==> src/rtl/rs_symbol_packer.sv <==
// Serial-to-parallel input stage for the RS(255,223) syndrome calculator: ping-pong
// codeword buffer replayed as 16 uninterrupted 16-symbol beats. RS_CW_COUNT_EN adds cw_count.
module rs_symbol_packer #(
    parameter int N     = 255,
    parameter int W     = 8,
    parameter int LANES = 16,
    parameter int BEATS = 16
) (
    input  logic         clk,
    input  logic         reset,
    input  logic [W-1:0] din,
    input  logic         din_valid,
    input  logic         din_sop,
    output logic         din_ready,
    output logic [W-1:0] r0,
    output logic [W-1:0] r1,
    output logic [W-1:0] r2,
    output logic [W-1:0] r3,
    output logic [W-1:0] r4,
    output logic [W-1:0] r5,
    output logic [W-1:0] r6,
    output logic [W-1:0] r7,
    output logic [W-1:0] r8,
    output logic [W-1:0] r9,
    output logic [W-1:0] r10,
    output logic [W-1:0] r11,
    output logic [W-1:0] r12,
    output logic [W-1:0] r13,
    output logic [W-1:0] r14,
    output logic [W-1:0] r15,
    output logic         start,
    output logic         word_valid,
    output logic         burst_done,
    output logic         frame_err
`ifdef RS_CW_COUNT_EN
    ,
    output logic [15:0]  cw_count
`endif
);

    localparam int           PAD      = BEATS * LANES - N;
    localparam int           WORD_W   = LANES * W;
    localparam logic [7:0]   PAD_NEXT = 8'(PAD + 1);
    localparam logic [7:0]   LAST_IDX = 8'(BEATS * LANES - 1);
    localparam logic [3:0]   LAST_BT  = 4'(BEATS - 1);

    typedef enum logic {WR_WAIT_SOP, WR_FILL} wr_state_t;
    typedef enum logic {RD_IDLE, RD_BURST} rd_state_t;

    logic [WORD_W-1:0] r_mem [0:1][0:BEATS-1];
    logic [1:0]        r_full;
    wr_state_t         r_wr_state;
    logic              r_wr_bank;
    logic [7:0]        r_wr_cnt;
    logic              r_frame_err;
    rd_state_t         r_rd_state;
    logic              r_rd_bank;
    logic [3:0]        r_beat;
    logic [WORD_W-1:0] r_word;
    logic              r_start;
    logic              r_word_valid;
    logic              r_burst_done;

    logic              w_accept;
    logic              w_sop_load;
    logic              w_sym_store;
    logic              w_drop;
    logic              w_fill_done;
    logic              w_burst_end;
    logic [3:0]        w_lane;
    logic [WORD_W-1:0] w_sop_word;

    // A bank is writable only once its previous contents have been fully burst out.
    assign din_ready   = ~r_full[r_wr_bank];
    assign w_accept    = din_valid & din_ready;
    assign w_sop_load  = w_accept & din_sop;
    assign w_sym_store = w_accept & ~din_sop & (r_wr_state == WR_FILL);
    assign w_drop      = w_accept & ~din_sop & (r_wr_state == WR_WAIT_SOP);
    assign w_fill_done = w_sym_store & (r_wr_cnt == LAST_IDX);
    assign w_burst_end = (r_rd_state == RD_BURST) & (r_beat == LAST_BT);
    assign w_lane      = ~r_wr_cnt[3:0];

    // The sop symbol rewrites all of beat 0 so the leading pad lanes are always zero.
    always_comb begin
        w_sop_word = '0;
        w_sop_word[(LANES - 1 - PAD) * W +: W] = din;
    end

    always_ff @(posedge clk) begin
        if (w_sop_load) begin
            r_mem[r_wr_bank][0] <= w_sop_word;
        end else if (w_sym_store) begin
            r_mem[r_wr_bank][r_wr_cnt[7:4]][int'(w_lane) * W +: W] <= din;
        end
    end

    always_ff @(posedge clk or posedge reset) begin
        if (reset) begin
            r_wr_state  <= WR_WAIT_SOP;
            r_wr_bank   <= 1'b0;
            r_wr_cnt    <= '0;
            r_frame_err <= 1'b0;
        end else begin
            r_frame_err <= 1'b0;
            if (w_sop_load) begin
                r_frame_err <= (r_wr_state == WR_FILL);
                r_wr_cnt    <= PAD_NEXT;
                r_wr_state  <= WR_FILL;
            end else if (w_drop) begin
                r_frame_err <= 1'b1;
            end else if (w_sym_store) begin
                if (w_fill_done) begin
                    r_wr_state <= WR_WAIT_SOP;
                    r_wr_bank  <= ~r_wr_bank;
                    r_wr_cnt   <= '0;
                end else begin
                    r_wr_cnt <= r_wr_cnt + 8'd1;
                end
            end
        end
    end

    // Fill and burst always target different banks, so set and clear never collide.
    always_ff @(posedge clk or posedge reset) begin
        if (reset) begin
            r_full <= 2'b00;
        end else begin
            if (w_fill_done) begin
                r_full[r_wr_bank] <= 1'b1;
            end
            if (w_burst_end) begin
                r_full[r_rd_bank] <= 1'b0;
            end
        end
    end

    always_ff @(posedge clk or posedge reset) begin
        if (reset) begin
            r_rd_state   <= RD_IDLE;
            r_rd_bank    <= 1'b0;
            r_beat       <= '0;
            r_word       <= '0;
            r_start      <= 1'b0;
            r_word_valid <= 1'b0;
            r_burst_done <= 1'b0;
        end else begin
            r_start      <= 1'b0;
            r_burst_done <= 1'b0;
            case (r_rd_state)
                RD_IDLE: begin
                    if (r_full[r_rd_bank]) begin
                        r_rd_state   <= RD_BURST;
                        r_beat       <= '0;
                        r_word       <= r_mem[r_rd_bank][0];
                        r_start      <= 1'b1;
                        r_word_valid <= 1'b1;
                    end
                end
                RD_BURST: begin
                    if (r_beat == LAST_BT) begin
                        r_rd_state   <= RD_IDLE;
                        r_word       <= '0;
                        r_word_valid <= 1'b0;
                        r_burst_done <= 1'b1;
                        r_rd_bank    <= ~r_rd_bank;
                    end else begin
                        r_beat <= r_beat + 4'd1;
                        r_word <= r_mem[r_rd_bank][r_beat + 4'd1];
                    end
                end
                default: r_rd_state <= RD_IDLE;
            endcase
        end
    end

`ifdef RS_CW_COUNT_EN
    logic [15:0] r_cw_count;

    always_ff @(posedge clk or posedge reset) begin
        if (reset) begin
            r_cw_count <= '0;
        end else if (w_burst_end) begin
            r_cw_count <= r_cw_count + 16'd1;
        end
    end

    assign cw_count = r_cw_count;
`endif

    assign start      = r_start;
    assign word_valid = r_word_valid;
    assign burst_done = r_burst_done;
    assign frame_err  = r_frame_err;

    // r15 carries the earliest (highest-degree) symbol of each beat.
    assign r0  = r_word[0*W  +: W];
    assign r1  = r_word[1*W  +: W];
    assign r2  = r_word[2*W  +: W];
    assign r3  = r_word[3*W  +: W];
    assign r4  = r_word[4*W  +: W];
    assign r5  = r_word[5*W  +: W];
    assign r6  = r_word[6*W  +: W];
    assign r7  = r_word[7*W  +: W];
    assign r8  = r_word[8*W  +: W];
    assign r9  = r_word[9*W  +: W];
    assign r10 = r_word[10*W +: W];
    assign r11 = r_word[11*W +: W];
    assign r12 = r_word[12*W +: W];
    assign r13 = r_word[13*W +: W];
    assign r14 = r_word[14*W +: W];
    assign r15 = r_word[15*W +: W];

endmodule

==> config.mk <==
export PLATFORM = sky130hd
export DESIGN_NAME = rs_symbol_packer
export DESIGN_NICKNAME = d
export VERILOG_FILES = /design/src/rtl/rs_symbol_packer.sv
export SDC_FILE = /design/constraint.sdc
export NUM_CORES = 2
export LEC_CHECK = 0
export BUFFER_PORTS_ARGS = -buffer_cell sky130_fd_sc_hd__buf_2
export CAP_MARGIN = 20
export CORE_UTILIZATION = 46
export CTS_BUF_LIST = sky130_fd_sc_hd__clkbuf_4 sky130_fd_sc_hd__clkbuf_8 sky130_fd_sc_hd__clkbuf_16
export CTS_CLUSTER_DIAMETER = 200
export DETAILED_ROUTE_END_ITERATION = 12
export GPL_TIMING_DRIVEN = 0
export MAX_ROUTING_LAYER = met4
export SETUP_SLACK_MARGIN = 0.5
export SLEW_MARGIN = 5
export SYNTH_ARGS = -nofsm -noshare
export SYNTH_HDL_FRONTEND = slang
export SYNTH_SLANG_ARGS = --single-unit
==> constraint.sdc <==
create_clock -name clk -period 5.1 [get_ports clk]
set_input_delay 0.765 -clock clk [delete_from_list [all_inputs] [get_ports clk]]
set_output_delay 0.765 -clock clk [all_outputs]
set_load 0.005 [all_outputs]
**Word-level counts from Yosys, hierarchy flattened**

Memory sizes are Yosys's and may differ from the RTL's.
Index checks and enable logic that the tools add are counted.

- Bits in registers: 150
- Memory bits (writable): 4096
- Bits of input ports: 12
- Output and inout port bits: 133
- Logic and storage cells: 364
- Memories kept: 1

Memories:

| name | words | bits a word | rd ports | clocked after Yosys merged registers in | wr ports | RTL line | text |
|---|---|---|---|---|---|---|---|
| r_mem | 2 | 2048 | 1 | 0 | 1 | 50 | `logic [WORD_W-1:0] r_mem [0:1][0:BEATS-1];` |

- $add $sub $neg: 3
- Order comparisons: 7
- Equal/unequal tests: 6
- Shift operators: 2
- Muxes and demuxes: 173
- Bitwise gates (word level): 149
- Reduce and logical (&&, ||, !) cells: 11

Operators by type and width:

| cell | count |
|---|---|
| $mux 2048 | 1 |
| $mux 128 | 5 |
| $bmux 128 s4 | 1 |
| $demux 128 s4 | 1 |
| $pmux 128 s2 | 1 |
| $mux 1 | 151 |
| $or 1x1->1 | 128 |
| $shift 8x33->128 const A | 1 |
| $shiftx 8x33->128 | 1 |
| $neg 7->33 | 1 |
| $mux 8 | 4 |
| $ge 5x5->1 const B | 2 |
| $not 4->5 | 2 |
| $add 8x1->8 const B | 1 |
| $eq 8x8->1 const B | 1 |
| $mux 4 | 2 |
| $not 1->1 | 8 |
| $pmux 4 s2 | 1 |
| $reduce_and 2->1 | 4 |
| $and 1x1->1 | 7 |
| $ne 2x2->1 const B | 3 |
| $lt 5x1->1 const B | 1 |
| $add 4x1->4 const B | 1 |
| $eq 4x4->1 const B | 1 |
| other kinds (14) | 22 |

**Logic depth before layout (Yosys ltp)**

- Depth after elaboration: 11
- Mapped depth: 11
- Gate-level depth less buffers: 7

**Worst setup path before layout**

Ideal clock, no wire load.

- Path type: reg-to-reg
- Start point: reg r_wr_cnt[0]
- End point: mem r_mem[0][0] (netlist name), enable pin
- Setup time: 383 ps
- Arrival time: 2829 ps
- Data required time: 4717 ps
- Setup slack: 1888 ps
- Cell stages (with the launch flop): 9
- Buffers on the path: 2
- Cells stage by stage: dfrtp_1 -> clkbuf_1 -> inv_1 -> ha_1 -> nand2b_1 -> nor4_2 -> o21ai_0 -> clkbuf_1 -> nor3_1

- Longest elaborated chain between the ends: 6

Ends and longest elaborated chain:

| what | RTL line | text |
|---|---|---|
| from (decl) | 54 | `logic [7:0] r_wr_cnt;` |
| from (signal assigned) | 117 | `r_wr_cnt <= r_wr_cnt + 8'd1;` |
| $not 4->4 | 81 | `assign w_lane = ~r_wr_cnt[3:0];` |
| $neg 7->33 | 93 | `r_mem[r_wr_bank][r_wr_cnt[7:4]][int'(w_lane) * W +: W] <= din;` |
| $shift 8x33->128 | 93 |  |
| $mux 128 (not written as such) | 93 |  |
| $demux 128 s4 | 93 |  |
| $mux 2048 (not written as such) | 93 |  |
| to (decl) | 50 |  |

Every way passes these cells.

**Final worst setup path**

- Start point: reg r_full[1]
- End point: mem r_mem[0][1916] (netlist name), enable pin

- Longest elaborated chain between the ends: 9
- Elaborated cells on any way between the ends: 10

Ends and longest elaborated chain:

| what | RTL line | text |
|---|---|---|
| from (decl) | 51 | `logic [1:0] r_full;` |
| from (signal assigned) | 126 | `r_full <= 2'b00;` |
| from (signal, indexed assignment) | 129 | `r_full[r_wr_bank] <= 1'b1;` |
| from (signal, indexed assignment) | 132 | `r_full[r_rd_bank] <= 1'b0;` |
| $mux 1 (not written as such) * (2 in a row) | 74 | `assign din_ready = ~r_full[r_wr_bank];` |
| $not 1->1 * | 74 |  |
| $and 1x1->1 * | 75 | `assign w_accept = din_valid & din_ready;` |
| $and 1x1->1 (2 in a row) | 77 | `assign w_sym_store = w_accept & ~din_sop & (r_wr_state == WR_FILL);` |
| $mux 1 | 92 | `end else if (w_sym_store) begin` |
| $mux 1 * | 90 | `if (w_sop_load) begin` |
| $mux 2048 (not written as such) * | 93 |  |

Mark *: on every way between the ends. The rest lies on a longest branch, timed or not. The select of a mux whose other input is x is not followed.

==> results.md <==
- Pint: between 50 and 60 mW
- Most common cell in the netlist: edfxtp_1
- Switching Share: a little over a fifth
- Synth area leader: edfxtp_1
- Fillers: 28100
- Post-synth top cells: edfxtp_1, mux4_2, nor2_1
- Reg2reg setup slack: roughly 0.21 ns
- Post-detail-place hpwl: about 430000 µm
- Post-synthesis xor/xnor area fraction: less than 1%
- Synthesis-stage register bit count: approximately 4200
- Peak supply drop: about 0.37 mV
- Sw power: roughly 15 mW
- Flop pwr share: between 50 and 60%
- Comb pwr share: 2.3%
- Synthesized instance count: approximately 8400
- Vias: 94700
- Register Area: 127000 µm²
- Layout cell share with drive strength beyond 1: 29.0%
- Post-Syn Nets: 8450
- Clock root buffer: clkbuf_16
- MaxCap Viol Count: 0
- Total global routing overflow: 0
- Final routed DRC violation total: 0
- Tot Pwr: between 70 and 80 mW
- Synth top area share: 73.5%
- Area contributors post-synth: edfxtp_1, mux4_2, dfrtp_1
- Syn Area/Cell: between 15 and 20 µm²
- Routability cong.: a little under 1
- Post-Syn Area: about 170000 µm²
- Critical Path Start Type: flip-flop
- P per Cell Area: ~380 nW/µm²
- Worst Skew: between 0.1 and 0.15 ns
- Post-synthesis compound-gate area fraction: 3.05%
- Leak pwr: between 50 and 60 nW
- Adder-Cell Fraction of Synth Area: 0.0374%
- Slew headroom: a little under a tenth
- Largest family of logic cells by synthesized area: multiplexers
- Post-synth cell types: 55
- Crit-path max FO: 10
- Post-synth top flop: edfxtp_1
- Vias per inst: ~6.5
- Critical Path RT: ~5.7 ns
- Area grow syn2layout: 15.9%
- CTS tree: yes
- Initial DRC count: approximately 15000
- RSZ-0062 raised after global routing: yes
- Core ar.: roughly 360000 µm²
- Post-route clock period utilization: between 90 and 100%
- TritonRoute pass-1 iters: 9
- Avg WL per Cell: about 41 µm
- Post-synth EDFFs: ~4100
- Worst EP arrival: 5.52 ns
- Total CTS buffers: ~440
- Clock share of power: a little under half
- Antenna violations before repair: slightly below 60
- Antenna viol nets, final: 0
- Async S/R FF share, synth: under 10%
- Initial Util: a little under half
- Die footprint: between 300000 and 400000 µm²
- Die width: just over 600 µm
- Number of global-route vias before repair: slightly above 90000
- Max Slew Vio Count: 0
- I/O Pins: about 150
- Max Buffers Root-to-Sink: 4
- Multi-input gate area: ~40000 µm²
- Worst-skew pair later-pin latency: about 1.0 ns
- Worst hold slack: 0.254 ns
- Hold Path Class: in -> reg
- Sequential element share of the synthesized area: between 70% and 80%
- Synth warn: 0
- Final #Nets: ~9300
- Setup violators final: 0
- Clock Sinks: between 4000 and 5000
- Largest net degree at the start of global routing: 31
- GRT Util Overall: roughly a third
- Final WL: 601000 µm
- Post-synthesis mux area share: between 10% and 20%
- Worst Tran Pin Value: 1.36 ns
- Status: complete, no violations
- Final min period: between 4 and 5 ns
- CP Class: reg -> reg
- FMAX: a little over 0.2 GHz
- Synth Area in Simple Gates: under 10%
- Post-layout util: around 54%
- Critical path capture point type: flip-flop
- Buffers added on ports: around 140
- Clk pin slew, worst setup/hold paths: about 0.070 ns
- H-Tree Depth: 5
- Core Rows: 221
- Die H: 605 µm
- Hold Vio Cnt, Final: 0
- First-pass GRT wire length: 797000 µm
cells in the final DEF (no fill, tap or decap), types with 88 or more instances in the layout:
cell,instances
diode_2,89
edfxtp_1,4096
clkbuf_1,271
nor2_2,226
a21oi_1,187
buf_8,122
dfrtp_1,150
a22oi_1,104
buf_2,295
clkbuf_16,443
clkbuf_4,88
nand2_1,538
mux2i_1,182
mux4_2,1083
nor2_1,583
final cells by class:
cell class                      count  area share [%]
Sequential cell                  4246            65.4
Multi-Input combinational cell   3544            20.0
Clock buffer                      559            6.24
Tap cell                         4794            3.09
Timing Repair Buffer              375            2.35
Buffer                            572            1.34
Clock inverter                    249            1.34
Inverter                           71           0.139
Antenna cell                       89           0.115
power groups by stage:
stage | sequential [mW] | clock, mW | combinational (mW)
final | 38.3 | 32.8 | 1.68
after global routing | 38.2 | 34.1 | 1.70
after CTS | 38.3 | 32.9 | 1.58
after detailed placement | 39.0 | 0 | 1.57
after global placement | 39.0 | 0 | 1.29
after floorplan | 39.0 | 0 | 0.592
sequential cells by signal, summed over array words and instances, names as in the netlist, 2 cells and up:
signal    count
r_beat        4
r_word      128
r_wr_cnt      8
r_full        2
r_mem      4096
stage by stage:
stage	TNS, ns	cell area [µm²]	std cells	worst slack, ns
6_report	0	194000	14500	0.208
5_1_grt	0	194000	14500	0.341
4_1_cts	0	193000	14400	0.240
3_5_place_dp	-4.75	178000	13600	-0.123
3_3_place_gp	-940.82	174000	13400	-1.29
2_1_floorplan	0	167000	8433	1.89
worst paths after layout:
kind | cells after the start | to | start
min reg2reg | 2 | word_valid | word_valid
min in group asynchronous | 3 | frame_err | reset
max | 8 | r_mem[0][1916] | r_full[1]
min | 2 | r_mem[0][2032] | din[0]
max reg2reg | 8 | r_mem[0][1916] | r_full[1]
max in group asynchronous | 7 | r_word[117] | reset
cell families after synthesis:
family	after synthesis
buf+inv	643
xor+xnor	11
fa+ha+maj	5
flops	4246
compound gates	699
simple gates	1548
mux	1281
timing repair:
item / 4_1_cts / 5_1_grt
setup endpoints to repair: 1193 / 1643
hold buffers: 2 / 0
endpoints found under the hold margin: 46 / 0
pin swaps: 0 / 1
cloned: 0 / 0
setup buffers: 0 / 1
gates resized for setup: 103 / 155
critical path: stages (launching register included):
cell and delay [ns]:
dfrtp_1 0.37, clkbuf_1 0.53, mux2_2 0.57, or3_1 0.35, clkbuf_1 0.24, nor2_1 0.18
nand2_1 0.50, clkbuf_2 0.68, nor2_1 1.01
layer usage:
metal	vias to the layer above	wire length (µm)	global-route usage (%)
met4	0	36400	18.1
met2	6752	268000	47.9
met5	-	0	-
met3	1274	75600	10.4
met1	50700	221000	43.4
li1	36000	-	-
(Power assumes the default switching activity.)
